## src/rtl/modexp_sched_if.sv

```systemverilog
// modexp_sched_if: bundles the request, response and engine-side signals of
// the modular-exponentiation scheduler.
//   req_*  : NREQ requesters, packed operands (requester i at [i*W +: W])
//   rsp_*  : single tagged response channel
//   eng_*  : engine start/operands and finish/result
//   busy   : scheduler not idle
// Modports: slave = scheduler side, master = clients/engine/environment side.
interface modexp_sched_if #(
  parameter int unsigned ARQ  = 16,
  parameter int unsigned NREQ = 4
);
  localparam int unsigned W   = 2*ARQ;
  localparam int unsigned IDW = $clog2(NREQ);

  logic [NREQ-1:0]   req_valid;
  logic [NREQ-1:0]   req_ready;
  logic [NREQ*W-1:0] req_base;
  logic [NREQ*W-1:0] req_modulo;
  logic [NREQ*W-1:0] req_exponent;

  logic              rsp_valid;
  logic              rsp_ready;
  logic [IDW-1:0]    rsp_id;
  logic [W-1:0]      rsp_result;
  logic              rsp_err;
  logic              busy;

  logic              eng_start;
  logic [W-1:0]      eng_base;
  logic [W-1:0]      eng_modulo;
  logic [W-1:0]      eng_exponent;
  logic              eng_finish;
  logic [W-1:0]      eng_result;

  modport slave (
    input  req_valid, req_base, req_modulo, req_exponent,
    input  rsp_ready, eng_finish, eng_result,
    output req_ready, rsp_valid, rsp_id, rsp_result, rsp_err, busy,
    output eng_start, eng_base, eng_modulo, eng_exponent
  );

  modport master (
    output req_valid, req_base, req_modulo, req_exponent,
    output rsp_ready, eng_finish, eng_result,
    input  req_ready, rsp_valid, rsp_id, rsp_result, rsp_err, busy,
    input  eng_start, eng_base, eng_modulo, eng_exponent
  );
endinterface

```

## src/rtl/modexp_sched.sv

```systemverilog
// modexp_sched: round-robin scheduler sharing one modular-exponentiation
// engine among NREQ requesters.
//   clk, reset : clock, synchronous active-high reset
//   bus        : modexp_sched_if.slave (requests, response, engine handshake)
// Operand sets whose modulus is zero or wider than ARQ bits, or whose base is
// wider than ARQ bits, are rejected with rsp_err=1 without starting the engine.
// Optional: define MODEXP_TIMEOUT_EN to add a RUN-state watchdog that returns
// rsp_err=1 after TIMEOUT_CYCLES cycles without eng_finish.
module modexp_sched #(
  parameter int unsigned ARQ            = 16,
  parameter int unsigned NREQ           = 4,
  parameter int unsigned TIMEOUT_CYCLES = 2*ARQ+8
) (
  input  logic          clk,
  input  logic          reset,
  modexp_sched_if.slave bus
);
  localparam int unsigned W   = 2*ARQ;
  localparam int unsigned IDW = $clog2(NREQ);

  typedef enum logic [1:0] {S_IDLE, S_START, S_RUN, S_RESP} state_t;

  state_t         state_q, state_d;
  logic [IDW-1:0] last_q, last_d;
  logic [IDW-1:0] id_q, id_d;
  logic [W-1:0]   base_q, base_d;
  logic [W-1:0]   mod_q, mod_d;
  logic [W-1:0]   expo_q, expo_d;
  logic [W-1:0]   result_q, result_d;
  logic           err_q, err_d;
  logic           armed_q, armed_d;
`ifdef MODEXP_TIMEOUT_EN
  localparam int unsigned CW = $clog2(TIMEOUT_CYCLES+1);
  logic [CW-1:0]  cnt_q, cnt_d;
`endif

  logic           grant_valid;
  logic [IDW-1:0] grant_id;
  logic [W-1:0]   sel_base, sel_mod, sel_exp;
  logic           reject;

  // Round-robin search starting just after the last granted requester.
  always_comb begin : arbiter
    int unsigned    cand;
    logic [IDW-1:0] cand_id;
    grant_valid = 1'b0;
    grant_id    = last_q;
    cand        = 0;
    cand_id     = '0;
    for (int unsigned j = 1; j <= NREQ; j++) begin
      cand    = (32'(last_q) + j) % NREQ;
      cand_id = IDW'(cand);
      if (!grant_valid && bus.req_valid[cand_id]) begin
        grant_valid = 1'b1;
        grant_id    = cand_id;
      end
    end
    sel_base = bus.req_base[grant_id*W +: W];
    sel_mod  = bus.req_modulo[grant_id*W +: W];
    sel_exp  = bus.req_exponent[grant_id*W +: W];
    // Half-width operands keep every engine product within W bits.
    reject   = (sel_mod == '0) || (sel_mod[W-1:ARQ] != '0) ||
               (sel_base[W-1:ARQ] != '0);
  end

  always_ff @(posedge clk) begin : state_reg
    if (reset) begin
      state_q  <= S_IDLE;
      last_q   <= IDW'(NREQ-1);
      id_q     <= '0;
      base_q   <= '0;
      mod_q    <= '0;
      expo_q   <= '0;
      result_q <= '0;
      err_q    <= 1'b0;
      armed_q  <= 1'b0;
`ifdef MODEXP_TIMEOUT_EN
      cnt_q    <= '0;
`endif
    end else begin
      state_q  <= state_d;
      last_q   <= last_d;
      id_q     <= id_d;
      base_q   <= base_d;
      mod_q    <= mod_d;
      expo_q   <= expo_d;
      result_q <= result_d;
      err_q    <= err_d;
      armed_q  <= armed_d;
`ifdef MODEXP_TIMEOUT_EN
      cnt_q    <= cnt_d;
`endif
    end
  end

  always_comb begin : next_state
    state_d  = state_q;
    last_d   = last_q;
    id_d     = id_q;
    base_d   = base_q;
    mod_d    = mod_q;
    expo_d   = expo_q;
    result_d = result_q;
    err_d    = err_q;
    // Low only in the first RUN cycle, so eng_finish left over from the
    // previous operation is not mistaken for completion.
    armed_d  = (state_q == S_RUN);
`ifdef MODEXP_TIMEOUT_EN
    cnt_d    = cnt_q;
`endif
    unique case (state_q)
      S_IDLE: begin
        if (grant_valid) begin
          last_d = grant_id;
          id_d   = grant_id;
          base_d = sel_base;
          mod_d  = sel_mod;
          expo_d = sel_exp;
          if (reject) begin
            err_d    = 1'b1;
            result_d = '0;
            state_d  = S_RESP;
          end else begin
            state_d  = S_START;
          end
        end
      end
      S_START: begin
        state_d = S_RUN;
`ifdef MODEXP_TIMEOUT_EN
        cnt_d   = '0;
`endif
      end
      S_RUN: begin
`ifdef MODEXP_TIMEOUT_EN
        cnt_d = cnt_q + CW'(1);
`endif
        if (armed_q && bus.eng_finish) begin
          result_d = bus.eng_result;
          err_d    = 1'b0;
          state_d  = S_RESP;
        end
`ifdef MODEXP_TIMEOUT_EN
        else if (cnt_q >= CW'(TIMEOUT_CYCLES-1)) begin
          result_d = '0;
          err_d    = 1'b1;
          state_d  = S_RESP;
        end
`endif
      end
      S_RESP: begin
        if (bus.rsp_ready) state_d = S_IDLE;
      end
      default: state_d = S_IDLE;
    endcase
  end

  always_comb begin : outputs
    bus.req_ready = '0;
    if ((state_q == S_IDLE) && grant_valid) bus.req_ready[grant_id] = 1'b1;
    bus.busy         = (state_q != S_IDLE);
    bus.eng_start    = (state_q == S_START);
    bus.rsp_valid    = (state_q == S_RESP);
    bus.rsp_id       = id_q;
    bus.rsp_result   = result_q;
    bus.rsp_err      = err_q;
    bus.eng_base     = base_q;
    bus.eng_modulo   = mod_q;
    bus.eng_exponent = expo_q;
  end
endmodule

```

## src/flat_wrapper.sv

```systemverilog
// flat-port wrapper written by rule: the top's interface ports become plain ports
module modexp_sched_flat 
#(
  parameter int unsigned ARQ            = 16,
  parameter int unsigned NREQ           = 4,
  parameter int unsigned TIMEOUT_CYCLES = 2*ARQ+8
)
  (clk, reset, bus_req_valid, bus_req_base, bus_req_modulo, bus_req_exponent, bus_rsp_ready, bus_eng_finish, bus_eng_result, bus_req_ready, bus_rsp_valid, bus_rsp_id, bus_rsp_result, bus_rsp_err, bus_busy, bus_eng_start, bus_eng_base, bus_eng_modulo, bus_eng_exponent);
  modexp_sched_if #(.ARQ(ARQ), .NREQ(NREQ)) bus_i ();
  input  logic clk;
  input  logic reset;
  input wire logic [$bits(bus_i.req_valid)-1:0] bus_req_valid;
  input wire logic [$bits(bus_i.req_base)-1:0] bus_req_base;
  input wire logic [$bits(bus_i.req_modulo)-1:0] bus_req_modulo;
  input wire logic [$bits(bus_i.req_exponent)-1:0] bus_req_exponent;
  input wire logic [$bits(bus_i.rsp_ready)-1:0] bus_rsp_ready;
  input wire logic [$bits(bus_i.eng_finish)-1:0] bus_eng_finish;
  input wire logic [$bits(bus_i.eng_result)-1:0] bus_eng_result;
  output wire logic [$bits(bus_i.req_ready)-1:0] bus_req_ready;
  output wire logic [$bits(bus_i.rsp_valid)-1:0] bus_rsp_valid;
  output wire logic [$bits(bus_i.rsp_id)-1:0] bus_rsp_id;
  output wire logic [$bits(bus_i.rsp_result)-1:0] bus_rsp_result;
  output wire logic [$bits(bus_i.rsp_err)-1:0] bus_rsp_err;
  output wire logic [$bits(bus_i.busy)-1:0] bus_busy;
  output wire logic [$bits(bus_i.eng_start)-1:0] bus_eng_start;
  output wire logic [$bits(bus_i.eng_base)-1:0] bus_eng_base;
  output wire logic [$bits(bus_i.eng_modulo)-1:0] bus_eng_modulo;
  output wire logic [$bits(bus_i.eng_exponent)-1:0] bus_eng_exponent;
  assign bus_i.req_valid = bus_req_valid;
  assign bus_i.req_base = bus_req_base;
  assign bus_i.req_modulo = bus_req_modulo;
  assign bus_i.req_exponent = bus_req_exponent;
  assign bus_i.rsp_ready = bus_rsp_ready;
  assign bus_i.eng_finish = bus_eng_finish;
  assign bus_i.eng_result = bus_eng_result;
  assign bus_req_ready = bus_i.req_ready;
  assign bus_rsp_valid = bus_i.rsp_valid;
  assign bus_rsp_id = bus_i.rsp_id;
  assign bus_rsp_result = bus_i.rsp_result;
  assign bus_rsp_err = bus_i.rsp_err;
  assign bus_busy = bus_i.busy;
  assign bus_eng_start = bus_i.eng_start;
  assign bus_eng_base = bus_i.eng_base;
  assign bus_eng_modulo = bus_i.eng_modulo;
  assign bus_eng_exponent = bus_i.eng_exponent;
  modexp_sched #(.ARQ(ARQ), .NREQ(NREQ), .TIMEOUT_CYCLES(TIMEOUT_CYCLES)) u_core (.clk(clk), .reset(reset), .bus(bus_i));
endmodule
```

## config.mk

```make
export PLATFORM = sky130hd
export DESIGN_NAME = modexp_sched_flat
export DESIGN_NICKNAME = d
export VERILOG_FILES = /design/src/rtl/modexp_sched_if.sv /design/src/rtl/modexp_sched.sv /design/src/flat_wrapper.sv
export SDC_FILE = /design/constraint.sdc
export NUM_CORES = 1
export LEC_CHECK = 0
export BUFFER_PORTS_ARGS = -buffer_cell sky130_fd_sc_hd__buf_2
export CAP_MARGIN = 25
export CORE_AREA = 2 2 219 221
export CTS_CLUSTER_DIAMETER = 120
export CTS_CLUSTER_SIZE = 20
export DETAILED_ROUTE_END_ITERATION = 10
export DIE_AREA = 0 0 221 223
export MAX_ROUTING_LAYER = met4
export PLACE_DENSITY_LB_ADDON = 0.1
export SLEW_MARGIN = 5
export SYNTH_ARGS = -nofsm -noshare
export SYNTH_HDL_FRONTEND = slang
export SYNTH_SLANG_ARGS = --single-unit
```

## constraint.sdc

```tcl
create_clock -name clk -period 6.8 [get_ports clk]
set_input_delay 1.02 -clock clk [delete_from_list [all_inputs] [get_ports clk]]
set_output_delay 1.02 -clock clk [all_outputs]
set_load 0.05 [all_outputs]
```

==> out/metrics.csv, run 1 <==
stage;metric;value;unit
yosys;sequential share of the synthesized area;0.327;
cts;maximum count of clock buffers along a single path;2;
sta;Period minus WS final;4.84;ns
power;Tot Pwr;6160;uW
cts;Clock transition at path regs;0.07;ns
setup_path;startpoint of the worst register-to-register path;u_core.last_q[0];
min_path;depth of the worst hold-timing path;2;
sta;post-route fraction of the period consumed by the critical path;0.712;
yosys;number of synthesized register bits;136;
run;MaxCap Viol Count;0;
place;global placer's final weighted congestion;0.866;
routing;overall via count from detail_route;11100;
yosys;library cells used by synthesis;44;
power;internal power contribution;2680;uW
setup_path;highest net fanout along the worst path;70;
die;Boundary Pins;562;
power;Comb power frac;0.637;
routing;Post-Route WL;47400;um
setup_path;CP Capture Type;output port;
cts;worst-skew pair later-pin latency;0.48;ns
power;static power due to leakage;0.00600;uW
setup_path;list of cells traversed by the critical path;buf_2 > nor2b_1 > or3_1 > nand2_4 > buf_4 > nor3_1 > buf_2;
sta;worst path setup slack after routing;1.96;ns
cts;number of buffers created by CTS;17;
power;reported net switching power;3490;uW
power;worst-case vdd ir drop;0.000210;V
min_path;Hold Path Class;reg -> reg;
finish;filler-free cell count of the finished design;2411;
power;fraction of power consumed by the clock network;0.160;
die;Die X-Extent;221;um
yosys;Post-Synthesis Cells;1289;
power;switching power share of the total;0.566;
global_route;number of global-route vias before repair;11100;
setup_path;cell mode on critical path;sky130_fd_sc_hd__buf_2;
setup_path;worst-path cell with the longest stage delay;sky130_fd_sc_hd__nand2_4;
routing;residual antenna-violating net count after detailed routing;0;
yosys;Avg Synthesized Cell Area;6.47;sq um
yosys;cell area after synthesis;0.00833;sq mm
setup_path;critical path arrival;3.82;ns
setup_path;dominant delay contributor by cell family on the critical path;simple AND/OR/NAND/NOR gates;
min_path;worst min-delay path startpoint;u_core.bus.eng_exponent[3];
place;port bufs;561;
place;HPWL after detailed placement;36600;um
global_route;number of antenna violations at the first check in global routing;8;
yosys;total nets after synthesis;1718;
setup_path;startpoint of the most critical setup path;bus_req_valid[1];
die;Die Footprint;0.0493;sq mm
power;P per Cell Area;502;mW/mm^2
cts;clock sink count;136;
setup_path;Critical Path Stages;7;
sta;setup repair after global routing missed its margin;no;
cts;root buf cell;sky130_fd_sc_hd__clkbuf_16;
place;placed cell count;2371;
die;total core area;0.0471;sq mm
place;worst-case setup slack after placement;1.89;ns
setup_path;Required @ worst endpoint;5.78;ns
status;run status;completed;
finish;ratio of cells with drive above 1 in the final layout;0.347;
global_route;global-route total usage across every layer;0.194;
cts;post-CTS setup buffer count;0;
setup_path;WP buf/inv;3;
finish;leading cell type in the layout, fill and taps excluded;sky130_fd_sc_hd__buf_2;
sta;final clock skew;0.00752;ns
setup_path;slowest cell delay on critical path;0.72;ns
yosys;number of warnings printed during yosys synthesis;0;
die;Vert. Die Dim;223;um
setup_path;class of the most critical setup path;in -> out;
cts;CTS tree;built;
setup_path;Worst Reg-to-Reg Cells;9;
sta;Finish-stage setup viols;0;
sta;total count of hold-check failures in the final report;0;
global_route;maximum number of pins on one net before global-route repair;84;
sta;fmax;0.207;GHz
sta;slew at the pin with the worst max-slew slack;0.929;ns
finish;Nets;2204;
finish;summed area of non-filler cells in the final layout;0.0123;sq mm
die;initial core utilization;0.177;
routing;Residual DRC;0;
sta;relative max-transition margin;0.375;
sta;final setup TNS;0;ns
finish;commonest cells after routing, fill and taps aside;560 x sky130_fd_sc_hd__buf_2, 482 x sky130_fd_sc_hd__nand2_1, 157 x sky130_fd_sc_hd__nand3_1, 136 x sky130_fd_sc_hd__dfxtp_1, 97 x sky130_fd_sc_hd__a21oi_1;
routing;drt initial violations;607;
cts;Resized Gates After CTS;0;
setup_path;startpoint class of the critical path;primary input;
die;placement row count;80;
routing;iteration count of the initial detailed-routing pass;5;
cts;htree depth;4;
cts;CTS Hold Bufs;0;
power;share of total power in sequential cells;0.203;
global_route;first-pass GRT wire length;70300;um
routing;final routed wire length divided by cell count;19.6;um
global_route;Remaining Overflow, GRT;0;
place;placed instance area;0.0117;sq mm
finish;Synth-to-Final Area Change;47.3;%
routing;DR vias/cell;4.59;
sta;Slew Viols, Final;0;
[cells by family after synthesis]
family,Yosys count,synth area share
simple gates,814,0.428
compound gates,183,0.139
flops,136,0.327
buf+inv,115,0.0552
mux,36,0.0434
fa+ha+maj,5,0.00751
[Yosys cell counts (all sizes together)]
master	n	area [sq um]
o21ai	18	93.8
a211oi	13	103
and2	3	18.8
a21oi	97	485
and3	50	313
o22ai	2	12.5
a311oi	39	342
a221oi	1	15.0
nand3	157	786
nor4b	1	15.0
inv	6	22.5
ha	5	62.6
o21a	1	7.51
mux2	1	11.3
o221ai	1	8.76
nand2b	1	6.26
dfxtp	136	2720
a21o	1	7.51
a2111oi	2	17.5
nor2	52	195
a221o	2	20.0
or4	4	30.0
a31oi	1	6.26
mux2i	35	350
nand2	483	1810
or3	6	37.5
nor4	33	206
clkbuf	88	330
nand4b	2	17.5
nand4	5	31.3
buf	21	108
nor2b	5	31.3
a21boi	1	7.51
o21ba	1	10.0
a222oi	1	10.0
nor3	12	65.1
o211ai	2	15.0
[tightest hold or removal path, stage by stage (launching register included)]
cell	delay, ns
sky130_fd_sc_hd__dfxtp_1	0.31
sky130_fd_sc_hd__nand2_1	0.05
sky130_fd_sc_hd__a21oi_1	0.05
[registers in the layout (all words and copies together) (netlist names)]
register,flops
u_core.bus.eng_base,32
u_core.bus.eng_exponent,32
u_core.bus.eng_modulo,32
u_core.bus.rsp_result,32
u_core.bus.rsp_id,2
u_core.last_q,2
u_core.state_q,2
u_core.armed_q,1
u_core.bus.rsp_err,1
[metal layers]
layer | vias up | share of wire | GRT usage | wire, um
li1 | 5415 | - | - | -
met1 | 5236 | 0.44 | 0.236 | 20600
met2 | 373 | 0.49 | 0.319 | 23300
met3 | 34 | 0.058 | 0.0478 | 2760
met5 | - | 0 | - | 0
met4 | 0 | 0.014 | 0.0535 | 681
[power groups by stage]
| stage | registers, uW | clock network (uW) | logic (uW) |
|---|---|---|---|
| floorplan | 2220 | 0 | 1850 |
| global placement | 1260 | 0 | 3990 |
| detailed placement | 1270 | 0 | 3990 |
| CTS | 1250 | 1030 | 4000 |
| global route | 1290 | 1060 | 4280 |
| finish | 1250 | 985 | 3930 |
[cell type report]
cell class | count | area [sq um]
Sequential cell | 136 | 2720
Clock inverter | 14 | 166
Antenna cell | 8 | 20.0
Fill cell | 5447 | 34900
Timing Repair Buffer | 576 | 2940
Multi-Input combinational cell | 1038 | 5210
Clock buffer | 18 | 429
Tap cell | 615 | 769
Inverter | 6 | 22.5
[worst paths after layout]
kind                                endpoint  slack, ns
setup / recovery            bus_req_ready[1]       1.96
hold / removal    u_core.bus.eng_exponent[3]       0.45
setup reg to reg   u_core.bus.rsp_result[10]       2.67
hold reg to reg   u_core.bus.eng_exponent[3]       0.45
[metrics by stage]
stage / utilization / hold slack (ns)
CTS: 0.260 / 0.453
floorplan: - / 0.465
global route: 0.260 / 0.468
detailed placement: 0.247 / 0.443
global placement: 0.247 / 0.442
finish: 0.260 / 0.451
Power figures use the tool's default switching activity.
==> run 2, diff against run 1 <==
--- a/config.mk
+++ b/config.mk
@@ -5,13 +5,14 @@
 export SDC_FILE = /design/constraint.sdc
 export NUM_CORES = 1
 export LEC_CHECK = 0
+export ABC_AREA = 1
 export BUFFER_PORTS_ARGS = -buffer_cell sky130_fd_sc_hd__buf_2
 export CAP_MARGIN = 25
-export CORE_AREA = 2 2 219 221
+export CORE_AREA = 2 2 216 218
 export CTS_CLUSTER_DIAMETER = 120
 export CTS_CLUSTER_SIZE = 20
 export DETAILED_ROUTE_END_ITERATION = 10
-export DIE_AREA = 0 0 221 223
+export DIE_AREA = 0 0 218 220
 export MAX_ROUTING_LAYER = met4
 export PLACE_DENSITY_LB_ADDON = 0.1
 export SLEW_MARGIN = 5
==> constraint.sdc (replaced) <==
create_clock -name clk -period 4.8 [get_ports clk]
set_input_delay 0.72 -clock clk [delete_from_list [all_inputs] [get_ports clk]]
set_output_delay 0.72 -clock clk [all_outputs]
set_load 0.05 [all_outputs]
==> run 2 against run 1 <==
Effect of this change: worst setup slack got worse by 1.4 ns; wire length shrank 0.76%; design area increased by 5.7%.
==> out/metrics.csv, run 2 <==
stage;metric;value;unit;change
cts;root buf cell;sky130_fd_sc_hd__clkbuf_16;;unchanged
power;static power due to leakage;0.00753;uW;was 0.00600 uW
setup_path;critical path arrival;3.48;ns;was 3.82 ns
place;HPWL after detailed placement;36300;um;was 36600 um
setup_path;slowest cell delay on critical path;0.68;ns;was 0.72 ns
place;global placer's final weighted congestion;0.817;;was 0.866
finish;Synth-to-Final Area Change;41.2;%;was 47.3%
power;internal power contribution;4750;uW;was 2680 uW
power;reported net switching power;7800;uW;was 3490 uW
finish;summed area of non-filler cells in the final layout;0.0130;sq mm;was 0.0123 sq mm
power;worst-case vdd ir drop;0.000510;V;was 0.000210 V
cts;clock sink count;136;;unchanged
sta;slew at the pin with the worst max-slew slack;0.935;ns;was 0.929 ns
finish;filler-free cell count of the finished design;2715;;was 2411
yosys;number of warnings printed during yosys synthesis;0;;unchanged
setup_path;dominant delay contributor by cell family on the critical path;buffers and inverters;;was simple AND/OR/NAND/NOR gates
yosys;area leader, netlist;sky130_fd_sc_hd__dfxtp_1;;unchanged
sta;Slew Viols, Final;0;;unchanged
cts;maximum count of clock buffers along a single path;2;;unchanged
place;placed cell count;2684;;was 2371
power;P per Cell Area;967;mW/mm^2;was 502 mW/mm^2
die;Vert. Die Dim;220;um;was 223 um
routing;drt initial violations;748;;was 607
finish;Nets;2525;;was 2204
setup_path;worst-path cell with the longest stage delay;sky130_fd_sc_hd__buf_4;;was sky130_fd_sc_hd__nand2_4
routing;iteration count of the initial detailed-routing pass;7;;was 5
setup_path;startpoint of the worst register-to-register path;u_core.last_q[0];;unchanged
place;worst-case setup slack after placement;0.793;ns;was 1.89 ns
setup_path;capture point of the worst path;bus_req_ready[2];;was bus_req_ready[1]
power;fraction of power consumed by the clock network;0.105;;was 0.160
yosys;sequential share of the synthesized area;0.296;;was 0.327
yosys;number of flops mapped to enable cells by yosys;0;;unchanged
cts;number of buffers created by CTS;17;;unchanged
global_route;number of global-route vias before repair;11000;;was 11100
sta;post-route fraction of the period consumed by the critical path;0.875;;
place;placed instance area;0.0124;sq mm;was 0.0117 sq mm
cts;CTS Hold Bufs;0;;unchanged
cts;CTS tree;built;;unchanged
global_route;first-pass GRT wire length;67200;um;was 70300 um
yosys;Avg Synthesized Cell Area;5.70;sq um;was 6.47 sq um
yosys;dominant cell by count in the synthesized netlist;sky130_fd_sc_hd__nand2_1;;unchanged
routing;overall via count from detail_route;11900;;was 11100
sta;total count of hold-check failures in the final report;0;;unchanged
sta;final clock skew;0.00769;ns;was 0.00752 ns
global_route;global-route total usage across every layer;0.192;;was 0.194
place;port bufs;561;;unchanged
power;Comb power frac;0.753;;was 0.637
setup_path;Worst Reg-to-Reg Cells;21;;was 9
die;Die Footprint;0.0480;sq mm;was 0.0493 sq mm
setup_path;highest net fanout along the worst path;79;;was 70
yosys;flip-flop cell with the highest count after synthesis;sky130_fd_sc_hd__dfxtp_1;;unchanged
setup_path;class of the most critical setup path;reg -> out;;was in -> out
sta;fmax;0.238;GHz;
sta;Period minus WS final;4.20;ns;
yosys;ranking of synthesized cells by instance count;654 x sky130_fd_sc_hd__nand2_1, 182 x sky130_fd_sc_hd__nor2_1, 174 x sky130_fd_sc_hd__inv_1;;was 483 x sky130_fd_sc_hd__nand2_1, 157 x sky130_fd_sc_hd__nand3_1, 136 x sky130_fd_sc_hd__dfxtp_1
power;share of total power in sequential cells;0.143;;was 0.203
routing;final routed wire length divided by cell count;17.3;um;was 19.6 um
min_path;Hold Path Class;reg -> reg;;unchanged
finish;ratio of cells with drive above 1 in the final layout;0.299;;was 0.347
routing;residual antenna-violating net count after detailed routing;0;;unchanged
setup_path;list of cells traversed by the critical path;inv_2 > nand2_1 > nand2_1 > nand2_2 > nand2_2 > nor2_2 > nand3_1 > nand2_4 > buf_4 > buf_4 > nor3_1 > buf_2;;was buf_2 > nor2b_1 > or3_1 > nand2_4 > buf_4 > nor3_1 > buf_2
yosys;Post-Synthesis Cells;1614;;was 1289
cts;worst-skew pair later-pin latency;0.45;ns;was 0.48 ns
setup_path;setup slack, reg-to-reg;0.81;ns;was 2.67 ns
setup_path;Required @ worst endpoint;4.08;ns;was 5.78 ns
sta;setup repair after global routing missed its margin;no;;unchanged
setup_path;CP Capture Type;output port;;unchanged
yosys;most area-consuming cells after synthesis;sky130_fd_sc_hd__dfxtp_1 30%, sky130_fd_sc_hd__nand2_1 27%, sky130_fd_sc_hd__nor2_1 7.4%, sky130_fd_sc_hd__inv_1 7.1%, sky130_fd_sc_hd__nand3_1 5.5%;;was sky130_fd_sc_hd__dfxtp_1 33%, sky130_fd_sc_hd__nand2_1 22%, sky130_fd_sc_hd__nand3_1 9.4%, sky130_fd_sc_hd__a21oi_1 5.8%, sky130_fd_sc_hd__mux2i_1 4.2%
routing;Residual DRC;0;;unchanged
routing;Post-Route WL;47000;um;was 47400 um
setup_path;Critical Path Stages;12;;was 7
die;Boundary Pins;562;;unchanged
yosys;library cells used by synthesis;28;;was 44
finish;final cell utilization of the core;0.283;;was 0.260
finish;leading cell type in the layout, fill and taps excluded;sky130_fd_sc_hd__nand2_1;;was sky130_fd_sc_hd__buf_2
die;total core area;0.0459;sq mm;was 0.0471 sq mm
setup_path;reg2reg end;u_core.bus.rsp_result[11];;was u_core.bus.rsp_result[10]
die;placement row count;79;;was 80
cts;post-CTS setup buffer count;0;;unchanged
yosys;total nets after synthesis;2043;;was 1718
global_route;Remaining Overflow, GRT;0;;unchanged
finish;count of fill cells added during filler insertion;5331;;was 5447
global_route;maximum number of pins on one net before global-route repair;118;;was 84
yosys;async set-reset flop share out of synthesis;0;;unchanged
yosys;number of synthesized register bits;136;;unchanged
routing;DR vias/cell;4.37;;was 4.59
setup_path;startpoint class of the critical path;flop;;was primary input
die;initial core utilization;0.201;;was 0.177
status;run status;completed;;unchanged
sta;worst path setup slack after routing;0.601;ns;was 1.96 ns
sta;Finish-stage setup viols;0;;unchanged
die;Die X-Extent;218;um;was 221 um
yosys;top cell type's share of synthesized area;0.296;;was 0.327
run;MaxCap Viol Count;0;;unchanged
sta;final setup TNS;0;ns;unchanged
cts;htree depth;4;;unchanged
cts;Resized Gates After CTS;0;;unchanged
sta;relative max-transition margin;0.377;;was 0.375
power;switching power share of the total;0.622;;was 0.566
yosys;cell area after synthesis;0.00920;sq mm;was 0.00833 sq mm
setup_path;startpoint of the most critical setup path;u_core.last_q[0];;was bus_req_valid[1]
finish;commonest cells after routing, fill and taps aside;652 x sky130_fd_sc_hd__nand2_1, 560 x sky130_fd_sc_hd__buf_2, 182 x sky130_fd_sc_hd__nor2_1, 174 x sky130_fd_sc_hd__inv_1, 136 x sky130_fd_sc_hd__dfxtp_1;;was 560 x sky130_fd_sc_hd__buf_2, 482 x sky130_fd_sc_hd__nand2_1, 157 x sky130_fd_sc_hd__nand3_1, 136 x sky130_fd_sc_hd__dfxtp_1, 97 x sky130_fd_sc_hd__a21oi_1
cts;Clock transition at path regs;0.06;ns;was 0.07 ns
setup_path;WP buf/inv;4;;was 3
global_route;number of antenna violations at the first check in global routing;2;;was 8
==> run 2: worst min path at each step <==
stage	endpoint	cells past startpoint	slack (ns)	startpoint
floorplan	u_core.state_q[1]	2	0.48	u_core.state_q[1]
global placement	u_core.bus.rsp_result[31]	2	0.45	u_core.bus.rsp_result[31]
detailed placement	u_core.bus.rsp_id[1]	2	0.45	u_core.bus.rsp_id[1]
CTS	u_core.bus.rsp_id[1]	2	0.46	u_core.bus.rsp_id[1]
global route	u_core.bus.rsp_id[1]	2	0.48	u_core.bus.rsp_id[1]
finish	u_core.bus.rsp_id[1]	2	0.46	u_core.bus.rsp_id[1]
==> run 2: layout make-up <==
cell class	count	area [sq um]	share of cell area
Clock inverter	11	129	0.00992
Clock buffer	18	439	0.0338
Multi-Input combinational cell	1182	5280	0.407
Antenna cell	2	5.00	0.000385
Sequential cell	136	2720	0.210
Timing Repair Buffer	579	2970	0.228
Inverter	180	681	0.0524
Tap cell	607	759	0.0585
==> run 2: power by group through the flow <==
stage | registers [uW] | logic, uW | clock network, uW
after floorplan | 3130 | 5520 | 0
after global placement | 1810 | 9510 | 0
after detailed placement | 1810 | 9550 | 0
after CTS | 1800 | 9580 | 1370
after global routing | 1840 | 10500 | 1410
final | 1790 | 9450 | 1310
==> run 2: kinds of logic after synthesis <==
family | count (synthesis) | synth area share
AO/OA/AOI/OAI | 208 | 0.143
adder cells (fa/ha/maj) | 5 | 0.00680
buffers and inverters | 296 | 0.132
flip-flops | 136 | 0.296
AND/OR/NAND/NOR | 969 | 0.422
==> run 2: routing by layer <==
layer	track usage	part of all wire	up-vias
li1	-	-	6013
met1	0.244	0.45	5400
met2	0.303	0.47	399
met3	0.0504	0.067	39
met4	0.0451	0.015	0
met5	-	0	-
==> run 2: metrics by stage <==
step                      hold WS (ns)  power, uW
after floorplan                  0.478       8660
after global placement           0.445      11300
after detailed placement         0.452      11400
after CTS                        0.462      12700
after global routing             0.477      13800
final                            0.460      12600
==> run 2: worst register-to-register path, cell delays in order, from the launching register on <==
cell and delay, ns:
sky130_fd_sc_hd__dfxtp_1 0.59, sky130_fd_sc_hd__inv_2 0.19, sky130_fd_sc_hd__nand2_1 0.11, sky130_fd_sc_hd__nand2_1 0.10
sky130_fd_sc_hd__nand2_1 0.12, sky130_fd_sc_hd__nand2_2 0.08, sky130_fd_sc_hd__nand2_1 0.09, sky130_fd_sc_hd__nand2_1 0.05
sky130_fd_sc_hd__nand2_1 0.17, sky130_fd_sc_hd__nand2_8 0.43, sky130_fd_sc_hd__nand2_1 0.31, sky130_fd_sc_hd__nand3_1 0.09
sky130_fd_sc_hd__nand2_1 0.19, sky130_fd_sc_hd__nand2_1 0.09, sky130_fd_sc_hd__nor2_1 0.17, sky130_fd_sc_hd__nand2_1 0.10
sky130_fd_sc_hd__nor2_2 0.23, sky130_fd_sc_hd__nand4_4 0.17, sky130_fd_sc_hd__nand2_4 0.35, sky130_fd_sc_hd__nand2_1 0.12
sky130_fd_sc_hd__nand2_1 0.08, sky130_fd_sc_hd__nor2_1 0.04
==> run 3, diff against run 2 <==
--- a/config.mk
+++ b/config.mk
@@ -8,11 +8,13 @@
 export ABC_AREA = 1
 export BUFFER_PORTS_ARGS = -buffer_cell sky130_fd_sc_hd__buf_2
 export CAP_MARGIN = 25
-export CORE_AREA = 2 2 216 218
+export CELL_PAD_IN_SITES_DETAIL_PLACEMENT = 1
+export CELL_PAD_IN_SITES_GLOBAL_PLACEMENT = 1
+export CORE_AREA = 2 2 220 222
 export CTS_CLUSTER_DIAMETER = 120
 export CTS_CLUSTER_SIZE = 20
 export DETAILED_ROUTE_END_ITERATION = 10
-export DIE_AREA = 0 0 218 220
+export DIE_AREA = 0 0 222 224
 export MAX_ROUTING_LAYER = met4
 export PLACE_DENSITY_LB_ADDON = 0.1
 export SLEW_MARGIN = 5
==> run 3 against run 2 <==
Effect of this change: global-route usage is 1.1 points higher; critical path type unchanged; cell count increased by 0.44%; die area up 3.7%; non-clock buffer count is 1 lower; sequential share of layout area is 0.11 points lower; largest power group unchanged; fmax fell by 2.4%; combinational power barely moved; clock power rose by 7%; wire length increased by 6.0%.
==> out/metrics.csv, run 3 (synthesis results as in run 2) <==
stage;metric;value;unit;change
finish;leading cell type in the layout, fill and taps excluded;sky130_fd_sc_hd__nand2_1;;unchanged
finish;register area;0.00272;sq mm;unchanged
setup_path;highest net fanout along the worst path;97;;was 79
finish;ratio of cells with drive above 1 in the final layout;0.299;;about the same
global_route;global-route total usage across every layer;0.203;;was 0.192
place;HPWL after detailed placement;39000;um;was 36300 um
setup_path;Required @ worst endpoint;4.08;ns;about the same
power;static power due to leakage;0.00756;uW;was 0.00753 uW
cts;post-CTS setup buffer count;0;;unchanged
global_route;maximum number of pins on one net before global-route repair;101;;was 118
die;placement row count;80;;was 79
finish;Nets;2524;;was 2525
setup_path;class of the most critical setup path;reg -> out;;unchanged
die;initial core utilization;0.194;;was 0.201
cts;htree depth;4;;unchanged
routing;DR vias/cell;4.36;;was 4.37
routing;drt initial violations;434;;was 748
routing;Residual DRC;0;;unchanged
sta;final clock skew;0.00540;ns;was 0.00769 ns
sta;final setup TNS;0;ns;unchanged
power;Tot Pwr;12700;uW;was 12600 uW
place;placed cell count;2691;;was 2684
cts;CTS tree;built;;unchanged
die;Die X-Extent;222;um;was 218 um
sta;Finish-stage setup viols;0;;unchanged
cts;Clock transition at path regs;0.06;ns;about the same
sta;setup repair after global routing missed its margin;no;;unchanged
sta;post-route fraction of the period consumed by the critical path;0.897;;was 0.875
sta;relative max-transition margin;0.326;;was 0.377
setup_path;CP Capture Type;output port;;unchanged
routing;iteration count of the initial detailed-routing pass;4;;was 7
die;Boundary Pins;562;;unchanged
global_route;first-pass GRT wire length;75100;um;was 67200 um
cts;clock sink count;136;;unchanged
die;Vert. Die Dim;224;um;was 220 um
run;MaxCap Viol Count;0;;unchanged
routing;final routed wire length divided by cell count;18.3;um;was 17.3 um
die;total core area;0.0473;sq mm;was 0.0459 sq mm
sta;Period minus WS final;4.30;ns;was 4.20 ns
setup_path;list of cells traversed by the critical path;inv_2 > nand2_1 > nand2_1 > nand2_2 > nand2_2 > inv_2 > nand3_1 > nand3_1 > nand2_4 > inv_4 > buf_12 > nor2_1 > buf_2;;was inv_2 > nand2_1 > nand2_1 > nand2_2 > nand2_2 > nor2_2 > nand3_1 > nand2_4 > buf_4 > buf_4 > nor3_1 > buf_2
cts;root buf cell;sky130_fd_sc_hd__clkbuf_16;;unchanged
finish;commonest cells after routing, fill and taps aside;652 x sky130_fd_sc_hd__nand2_1, 560 x sky130_fd_sc_hd__buf_2, 182 x sky130_fd_sc_hd__nor2_1, 174 x sky130_fd_sc_hd__inv_1, 136 x sky130_fd_sc_hd__dfxtp_1;;unchanged
routing;Post-Route WL;49800;um;was 47000 um
finish;area of the multi-input gates;0.00528;sq mm;unchanged
status;run status;completed;;unchanged
cts;maximum count of clock buffers along a single path;2;;unchanged
sta;slew at the pin with the worst max-slew slack;1.01;ns;was 0.935 ns
sta;Slew Viols, Final;0;;unchanged
global_route;number of global-route vias before repair;12500;;was 11000
cts;worst-skew pair later-pin latency;0.44;ns;was 0.45 ns
power;P per Cell Area;970;mW/mm^2;was 967 mW/mm^2
place;port bufs;561;;unchanged
sta;worst path setup slack after routing;0.497;ns;was 0.601 ns
global_route;number of antenna violations at the first check in global routing;4;;was 2
routing;residual antenna-violating net count after detailed routing;0;;unchanged
power;worst-case vdd ir drop;0.000566;V;was 0.000510 V
sta;total count of hold-check failures in the final report;0;;unchanged
die;Die Footprint;0.0497;sq mm;was 0.0480 sq mm
place;worst-case setup slack after placement;0.672;ns;was 0.793 ns
cts;number of buffers created by CTS;17;;unchanged
setup_path;critical path arrival;3.58;ns;was 3.48 ns
setup_path;slowest cell delay on critical path;0.63;ns;was 0.68 ns
finish;count of fill cells added during filler insertion;6254;;was 5331
finish;filler-free cell count of the finished design;2727;;was 2715
setup_path;worst-path cell with the longest stage delay;sky130_fd_sc_hd__dfxtp_1;;was sky130_fd_sc_hd__buf_4
finish;Synth-to-Final Area Change;42.0;%;was 41.2%
routing;overall via count from detail_route;11900;;about the same
setup_path;startpoint class of the critical path;flop;;unchanged
global_route;Remaining Overflow, GRT;0;;unchanged
min_path;Hold Path Class;reg -> reg;;unchanged
sta;fmax;0.232;GHz;was 0.238 GHz
place;global placer's final weighted congestion;0.821;;was 0.817
==> run 3: cell count changes in the layout (fill, tap and decap cells not counted) <==
cell / before / now
sky130_fd_sc_hd__inv_6: 0 / 3
sky130_fd_sc_hd__buf_4: 18 / 14
sky130_fd_sc_hd__buf_16: 1 / 0
sky130_fd_sc_hd__bufinv_16: 2 / 3
sky130_fd_sc_hd__clkinv_4: 5 / 3
sky130_fd_sc_hd__buf_6: 0 / 1
sky130_fd_sc_hd__buf_12: 0 / 3
sky130_fd_sc_hd__diode_2: 2 / 4
sky130_fd_sc_hd__clkbuf_1: 0 / 1
==> run 3: path summary, 6_finish.rpt <==
check,startpoint,slack [ns],endpoint,cells after the start
setup / recovery,u_core.last_q[0],0.50,bus_req_ready[1],13
hold / removal,u_core.bus.rsp_result[31],0.47,u_core.bus.rsp_result[31],2
setup reg to reg,u_core.last_q[0],0.74,u_core.bus.rsp_result[1],21
hold reg to reg,u_core.bus.rsp_result[31],0.47,u_core.bus.rsp_result[31],2
==> run 3: power by group <==
part | internal [uW] | total [uW] | switching, uW
registers | 1570 | 1800 | 228
clock network | 836 | 1400 | 562
logic | 2450 | 9460 | 7020
==> run 3: metrics by stage <==
stage	hold slack, ns	instance area [sq um]	utilization
CTS	0.472	13000	0.275
finish	0.468	13100	0.276
global route	0.496	13100	0.276
detailed placement	0.462	12400	0.263
floorplan	0.478	9200	-
global placement	0.450	12400	0.262
==> run 3: cell type report <==
cell class                 count  share of cell area
antenna                        4            0.000767
clock buffer                  19              0.0339
clock inverter                13              0.0128
inverter                     180              0.0521
multi-input combinational   1182               0.405
sequential                   136               0.209
tap                          615              0.0589
timing repair buffer         578               0.228
==> run 3: what timing repair did <==
action | CTS | global route
hold buffers | 0 | 0
setup endpoints to repair | 0 | 1
resized for setup | 0 | 1
==> run 3: layer usage <==
metal,global-route usage,part of all wire,routed length (um),up-vias
li1,-,-,-,6020
met4,0.0503,0.014,709,0
met2,0.356,0.51,25400,283
met1,0.236,0.43,21500,5567
met5,-,0,0,-
met3,0.0411,0.045,2240,31
==> run 3: critical path, delay by kind of cell (launching register included) <==
kind / cells / cell delay (ns)
buffers and inverters: 5 / 1.46
AND/OR/NAND/NOR: 8 / 1.02
flip-flops: 1 / 0.63
